--- src/rtl/pattern_pkg.sv ---
`default_nettype none
// ============================================================================
// Module : pattern_pkg
// Brief  : Shared state encodings, default parameters and width helper for
//          the pattern serializer slice.
// Rev    : 1.0 - initial release
// ============================================================================
package pattern_pkg;

    typedef enum logic [0:0] {
        IDLE = 1'b0,
        RUN  = 1'b1
    } state_t;

    localparam int C_DEFAULT_WIDTH = 8;
    localparam int C_DEFAULT_DIV   = 10;

    // Bits needed to hold 0..n-1, never less than one.
    function automatic int cnt_width(input int n);
        return (n > 2) ? $clog2(n) : 1;
    endfunction

endpackage
`default_nettype wire

--- src/rtl/pattern_serializer_if.sv ---
`default_nettype none
// ============================================================================
// Module : pattern_serializer_if
// Brief  : Control/data bundle between a pattern source and the serializer.
// Rev    : 1.0 - initial release
// ============================================================================
interface pattern_serializer_if
    import pattern_pkg::*;
#(
    parameter int WIDTH = C_DEFAULT_WIDTH
);

    logic             load;
    logic [WIDTH-1:0] pattern;
    logic             loop;
    logic             stop;
    logic             busy;
    logic             ce_out;
    logic             d_out;
    logic             done;

    modport master (
        output load, pattern, loop, stop,
        input  busy, ce_out, d_out, done
    );

    modport slave (
        input  load, pattern, loop, stop,
        output busy, ce_out, d_out, done
    );

endinterface
`default_nettype wire

--- src/rtl/ce_gen.sv ---
`default_nettype none
// ============================================================================
// Module : ce_gen
// Brief  : Free-running 0..DIV-1 prescaler, held at zero while disabled.
// Rev    : 1.0 - initial release
// ============================================================================
module ce_gen
    import pattern_pkg::*;
#(
    parameter int DIV = C_DEFAULT_DIV
) (
    input  wire logic clk,
    input  wire logic rst,
    input  wire logic en,
    output logic      tick
);

    localparam int CW = cnt_width(DIV);

    logic [CW-1:0] cnt_q;
    logic [CW-1:0] cnt_d;
    logic          wrap;

    assign wrap = (cnt_q == CW'(DIV - 1));
    assign tick = en && wrap;

    always_comb begin
        cnt_d = '0;
        if (en && !wrap) begin
            cnt_d = cnt_q + CW'(1);
        end
    end

    always_ff @(posedge clk or negedge rst) begin
        if (!rst) begin
            cnt_q <= '0;
        end else begin
            cnt_q <= cnt_d;
        end
    end

endmodule
`default_nettype wire

--- src/rtl/pattern_serializer.sv ---
`default_nettype none
// ============================================================================
// Module : pattern_serializer
// Brief  : MSB-first serializer of a captured word, one bit per DIV clocks,
//          with single-shot or looping operation and synchronous abort.
// Rev    : 1.0 - initial release
// ============================================================================
module pattern_serializer
    import pattern_pkg::*;
#(
    parameter int WIDTH = C_DEFAULT_WIDTH,
    parameter int DIV   = C_DEFAULT_DIV
) (
    input  wire logic            clk,
    input  wire logic            rst,
    pattern_serializer_if.slave  bus
);

    localparam int IW = cnt_width(WIDTH);

    state_t           state_q, state_d;
    logic [WIDTH-1:0] shadow_q, shadow_d;
    logic             loop_q, loop_d;
    logic [IW-1:0]    idx_q, idx_d;
    logic             done_q, done_d;
    logic             tick;
    logic             running;

    assign running = (state_q == RUN);

    ce_gen #(
        .DIV (DIV)
    ) u_ce_gen (
        .clk  (clk),
        .rst  (rst),
        .en   (running),
        .tick (tick)
    );

    always_comb begin
        state_d  = state_q;
        shadow_d = shadow_q;
        loop_d   = loop_q;
        idx_d    = idx_q;
        done_d   = 1'b0;
        case (state_q)
            IDLE: begin
                if (bus.load) begin
                    shadow_d = bus.pattern;
                    loop_d   = bus.loop;
                    idx_d    = IW'(WIDTH - 1);
                    state_d  = RUN;
                end
            end
            RUN: begin
                // Abort takes priority over whatever the strobe would do.
                if (bus.stop) begin
                    state_d = IDLE;
                end else if (tick) begin
                    if (idx_q != '0) begin
                        idx_d = idx_q - IW'(1);
                    end else if (loop_q) begin
                        idx_d = IW'(WIDTH - 1);
                    end else begin
                        state_d = IDLE;
                        done_d  = 1'b1;
                    end
                end
            end
            default: state_d = IDLE;
        endcase
    end

    always_ff @(posedge clk or negedge rst) begin
        if (!rst) begin
            state_q  <= IDLE;
            shadow_q <= '0;
            loop_q   <= 1'b0;
            idx_q    <= '0;
            done_q   <= 1'b0;
        end else begin
            state_q  <= state_d;
            shadow_q <= shadow_d;
            loop_q   <= loop_d;
            idx_q    <= idx_d;
            done_q   <= done_d;
        end
    end

    assign bus.busy   = running;
    assign bus.ce_out = tick && !bus.stop;
    assign bus.d_out  = running ? shadow_q[idx_q] : 1'b0;
    assign bus.done   = done_q;

endmodule
`default_nettype wire

--- src/flat_wrapper.sv ---
// flat-port wrapper written by rule: the top's interface ports become plain ports
module pattern_serializer_flat import pattern_pkg::*;
#(
    parameter int WIDTH = C_DEFAULT_WIDTH,
    parameter int DIV   = C_DEFAULT_DIV
)
  (clk, rst, bus_load, bus_pattern, bus_loop, bus_stop, bus_busy, bus_ce_out, bus_d_out, bus_done);
  pattern_serializer_if #(.WIDTH(WIDTH)) bus_i ();
  input  wire logic clk;
  input  wire logic rst;
  input wire logic [$bits(bus_i.load)-1:0] bus_load;
  input wire logic [$bits(bus_i.pattern)-1:0] bus_pattern;
  input wire logic [$bits(bus_i.loop)-1:0] bus_loop;
  input wire logic [$bits(bus_i.stop)-1:0] bus_stop;
  output wire logic [$bits(bus_i.busy)-1:0] bus_busy;
  output wire logic [$bits(bus_i.ce_out)-1:0] bus_ce_out;
  output wire logic [$bits(bus_i.d_out)-1:0] bus_d_out;
  output wire logic [$bits(bus_i.done)-1:0] bus_done;
  assign bus_i.load = bus_load;
  assign bus_i.pattern = bus_pattern;
  assign bus_i.loop = bus_loop;
  assign bus_i.stop = bus_stop;
  assign bus_busy = bus_i.busy;
  assign bus_ce_out = bus_i.ce_out;
  assign bus_d_out = bus_i.d_out;
  assign bus_done = bus_i.done;
  pattern_serializer #(.WIDTH(WIDTH), .DIV(DIV)) u_core (.clk(clk), .rst(rst), .bus(bus_i));
endmodule
--- config.mk ---
export PLATFORM = sky130hd
export DESIGN_NAME = pattern_serializer_flat
export DESIGN_NICKNAME = d
export VERILOG_FILES = /design/src/rtl/pattern_pkg.sv /design/src/rtl/pattern_serializer_if.sv /design/src/rtl/ce_gen.sv /design/src/rtl/pattern_serializer.sv /design/src/flat_wrapper.sv
export SDC_FILE = /design/constraint.sdc
export NUM_CORES = 1
export LEC_CHECK = 0
export CORE_ASPECT_RATIO = 0.9
export CORE_MARGIN = 2
export CORE_UTILIZATION = 54
export CTS_CLUSTER_DIAMETER = 80
export DETAILED_ROUTE_END_ITERATION = 16
export DONT_BUFFER_PORTS = 1
export HOLD_SLACK_MARGIN = 0.1
export PLACE_DENSITY_LB_ADDON = 0.2
export SLEW_MARGIN = 20
export SYNTH_ARGS = -nofsm -noshare
export SYNTH_HDL_FRONTEND = slang
export SYNTH_HIERARCHICAL = 1
export SYNTH_SLANG_ARGS = --single-unit
--- constraint.sdc ---
create_clock -name clk -period 1.5 [get_ports clk]
set_input_delay 0.15 -clock clk [delete_from_list [all_inputs] [get_ports clk]]
set_output_delay 0.15 -clock clk [all_outputs]
set_load 0.02 [all_outputs]
Yosys cells after proc, flatten, opt, wreduce, memory -nomap -nowiden
Index checks and enable logic that the tools add are counted.

cells by class
  multiplexer cells = 21
  equal/unequal tests = 5
  magnitude comparators = 1
  add/sub/neg operators = 2
  bitwise gates (word level) = 1
  reduce and logical (&&, ||, !) cells = 8

operators with widths
  operator                                            count
  two-way mux 3 bit                                   5
  two-way mux 1 bit                                   12
  inequality test 2 bit, second input constant        3
  one-hot mux 3 bit (2 select lines)                  1
  adder 4 x 1 -> 4 bit, second input constant         1
  == test 4 bit, second input constant                1
  < comparator 3 x 4 -> 1 bit, second input constant  1
  two-way mux 4 bit                                   1
  AND reduction 4 bit                                 1
  binary-select mux 1 bit (select 3 bit)              1
  logical AND 1 bit                                   3
  inequality test 3 bit, second input constant        1
  nonzero test 3 bit                                  1
  subtractor 3 x 1 -> 3 bit, second input constant    1
  logical NOT 1 bit                                   2
  one-hot mux 1 bit (2 select lines)                  1
  AND reduction 2 bit                                 1
  inverter 1 bit                                      1

storage, ports and cells
  output and inout port bits = 4
  bits in registers = 18
  word-level logic and storage cells = 44

Depth between registers and ports, before layout
  depth in word-level cells = 5
  mapped depth = 7
  mapped depth without buffers = 7

Cells and area by module
Netlist, hierarchy kept.

modules (own cells, without submodules)
  module              area each (um^2)  times used  cells an instance
  pattern_serializer  709.4             1           53
  ce_gen              212.7             1           20

Least setup slack after synthesis
OpenSTA, ideal clock, no wires.

  path type = reg-to-reg
  start = register u_core.u_ce_gen.cnt_q[1]
  end = register u_core.idx_q[2]
  path slack = -0.292 ns
  arrival = 1.666 ns
  buffers on the path = 0
  stages on the path, launching flop included = 8
  required time = 1.374 ns
  path through = dfrtp_1 -> inv_1 -> ha_1 -> nand2_1 -> nor3b_1 -> nor2b_1 -> nand4_1 -> o311a_1

on the way
  longest elaborated chain between the ends = 4

ends and longest elaborated chain
  what                             line                      text
  from (decl)                      ce_gen.sv:20              logic [CW-1:0] cnt_q;
  from (signal assigned)           ce_gen.sv:38              cnt_q <= cnt_d;
  == test 4 bit                    ce_gen.sv:24              assign wrap = (cnt_q == CW'(DIV - 1));
  logical AND 1 bit                ce_gen.sv:25              assign tick = en && wrap;
  named net u_core.tick            pattern_serializer.sv:26  logic tick;
  inequality test 2 bit (no line)  -
  AND reduction 4 bit (no line)    -
  to (signal assigned)             pattern_serializer.sv:85  idx_q <= idx_d;
  to (decl)                        pattern_serializer.sv:24  logic [IW-1:0] idx_q, idx_d;

The timed path passes the listed nets, and every way through them passes these cells.
A chain may end at the register's enable or synchronous reset.

Worst setup path in the final report
  start = register u_core.u_ce_gen.cnt_q[1]
  end = output port bus_ce_out

on the way
  longest elaborated chain between the ends = 3

ends and longest elaborated chain
  what                   line                      text
  == test 4 bit          ce_gen.sv:24
  logical AND 1 bit      ce_gen.sv:25
  named net u_core.tick  pattern_serializer.sv:26
  logical AND 1 bit      pattern_serializer.sv:91  assign bus.ce_out = tick && !bus.stop;
  to (decl)              flat_wrapper.sv:16        output wire logic [$bits(bus_i.ce_out)-1:0] bus_ce_out;

The timed path passes the listed nets, and every way through them passes these cells.

==> reports/qor.txt <==
Cells after Synth: 73
most common cell after layout, fill and taps aside: buf_4
synth unique cells: 26
# setup viols final: 6
critical path arrival: 1.58 ns
failing checks: negative setup slack
met3 Use GR: 8.511%
met1 global-route usage: 28.13%
die area: 0.002055 sq mm
Post-Place Cell Area: 0.001061 sq mm
Total Wirelength: 1.997 mm
first-pass GRT wire length: 2.994 mm
CTS tree: yes
routability congestion estimate: 0.8027
grt total ovfl: 0
Simple-Gate Fraction of Synth Area: 14.25%
nets: 129
Synth Area in Compound Gates: 8.684%
Final min period: 1.733 ns
max cap viols: 0
syn_nets: 90
main combinational cell family by area after synthesis: multiplexers
WL/cell: 14.79 um
Synthesis Warnings: 6
Starting DRT DRC Count: 10
post-synthesis xor/xnor area fraction: 0%
met2 Track Usage GR: 31.89%
Hold Fails Final Rpt: 0
initial core utilization: 56.00%
H-tree depth: 1
crit share post-route: 115.5%
mux contribution to synthesized area: 18.32%
f_max: 0.5771 GHz
Slew @ Worst Pin: 0.8370 ns
Core Util, Final: 81.61%
count of flip-flops with a built-in enable after synthesis: 0
Slew HR: 44.02%
vias per inst: 5.341
Die Width: 47.56 um
Setup crit end kind: primary output
maximum VDD drop: 0.0007269 V
std cell rows: 14
Critical Path Start: u_core/u_ce_gen/cnt_q[1]
ant diodes: 0
critical path type: reg2out
drt first pass iters: 4
RSZ-0062 raised after global routing: yes
largest net degree at the start of global routing: 19
commonest cells after routing, fill and taps aside: buf_4, dfrtp_1, dlygate4sd3_1, mux2_2
Antenna Nets Post-Route: 0
clock skew: 0.009239 ns
status: finished, violations left
vias: 721
Die Y: 43.21 um
busiest layer in global routing: met2
power per cell area: 937.6 mW/mm^2
flops & latches, synth: 18
initial antenna violation count: 0
# DRC: 0
DPL Wire Length: 1.163 mm
io pins: 17
Max clock buf depth: 2
share of layout cells above drive strength 1: 49.55%
hold path startpoint: bus_stop
ys async rst share: 100.0%
Final Instance Area: 0.001344 sq mm
cts bufs inserted: 3
r2r setup slk: -0.18 ns
post-synthesis sequential area ratio: 48.85%
Startpoint Class: flop
Pins Over Slew Limit: 0
latest clock arrival within the worst-skew pair: 0.29 ns
Root Buffer: clkbuf_4
Cell Area, Synth: 922.1 sq um
port bufs: 0
min-delay worst type: in2reg
vias in the first global route: 701
total track usage: 20.95%
Area Overhead vs Synth: 45.73%
Mean Syn Cell Area: 12.63 sq um
Setup TNS: -0.7767 ns
Critical Path RT: 1.35 ns
TritonCTS Sinks: 18
Primary FF master, synth: dfrtp_1
r2r startpoint: u_core/u_ce_gen/cnt_q[1]
Clk pin slew, worst setup/hold paths: 0.09 ns
CP Max Fanout: 2
static leakage: 0.6219 nW
setup ws final: -0.2327 ns
Core Footprint: 0.001647 sq mm
Synth Area in Adders: 5.427%
[routing by layer]
layer | wire length, um | part of all wire (%) | vias to the layer above
met4 | 18 | 0.90 | 0
met1 | 863 | 43 | 345
met3 | 131 | 6.6 | 2
met5 | 0 | 0 | -
li1 | - | - | 342
met2 | 984 | 49 | 32
[where the power goes]
group	internal (mW)	switching, mW	total, mW
logic	0.206	0.145	0.351
clock network	0.148	0.148	0.296
registers	0.562	0.0509	0.613
total	0.916	0.344	1.26
[per-stage QoR]
stage | hold WS [ns] | setup slack (ns) | total power, mW | instances
global placement | -0.1452 | 0.02181 | 0.8978 | 110
global route | 0.1850 | -0.3671 | 1.335 | 135
CTS | 0.1698 | -0.2263 | 1.258 | 131
finish | 0.1941 | -0.2327 | 1.260 | 135
detailed placement | -0.1452 | -0.08902 | 0.9062 | 110
floorplan | -0.1456 | -0.01375 | 0.8127 | 73
[synth_stat cells (2+ instances only)]
library cell | number | area (sq um)
buf_6 | 2 | 22.52
dfrtp_1 | 18 | 450.4
ha_1 | 4 | 50.05
inv_1 | 5 | 18.77
mux2_2 | 10 | 112.6
mux2i_1 | 3 | 30.03
nand2_1 | 3 | 11.26
nor2_1 | 6 | 22.52
nor2b_1 | 2 | 12.51
nor3b_1 | 3 | 22.52
o31a_1 | 2 | 17.52
[state kept, by name (all words and copies together) (netlist names)]
signal and flops:
u_core/idx_q 3, u_core/shadow_q 8, u_core/bus.done 1, u_core/bus.busy 1, u_core/loop_q 1, u_core/u_ce_gen/cnt_q 4
[area by class of cell]
cell class / count / area [sq um]
repair buffers: 36 / 311.5
clock buffers: 4 / 36.28
well taps: 24 / 30.03
flip-flops and latches: 18 / 450.4
multi-input cells: 48 / 494.2
fillers: 95 / 302.8
inverters: 5 / 21.27
[what timing repair did]
item | 4_1_cts | 5_1_grt
gates resized for setup | 11 | 5
hold buffers | 12 | 0
pin swaps | 4 | 6
buffers inserted | 5 | 4
hold endpoints to repair | 29 | 0
setup endpoints to repair | 5 | 7
[kinds of logic after synthesis]
logic type / after synthesis
muxes: 14
and+or+nand+nor: 20
DFF: 18
adders and majority gates: 4
buffers and inverters: 7
AOI/OAI and AO/OA: 10
[final timing paths]
check | endpoint | cells past startpoint
worst max-delay path | bus_ce_out | 7
worst min-delay path | u_core/idx_q[1] | 3
worst max register to register | u_core/idx_q[2] | 10
worst min register to register | u_core/shadow_q[0] | 1
max in group asynchronous | u_core/shadow_q[7] | 1
min in group asynchronous | u_core/u_ce_gen/cnt_q[3] | 1
[critical path, stage by stage, from the launching register on]
cell and delay (ns):
dfrtp_1 0.38, inv_1 0.06, ha_2 0.17, nand2_2 0.07, nor3b_2 0.21, buf_4 0.15
nor2b_4 0.14, buf_6 0.12
Power figures use the tool's default switching activity.
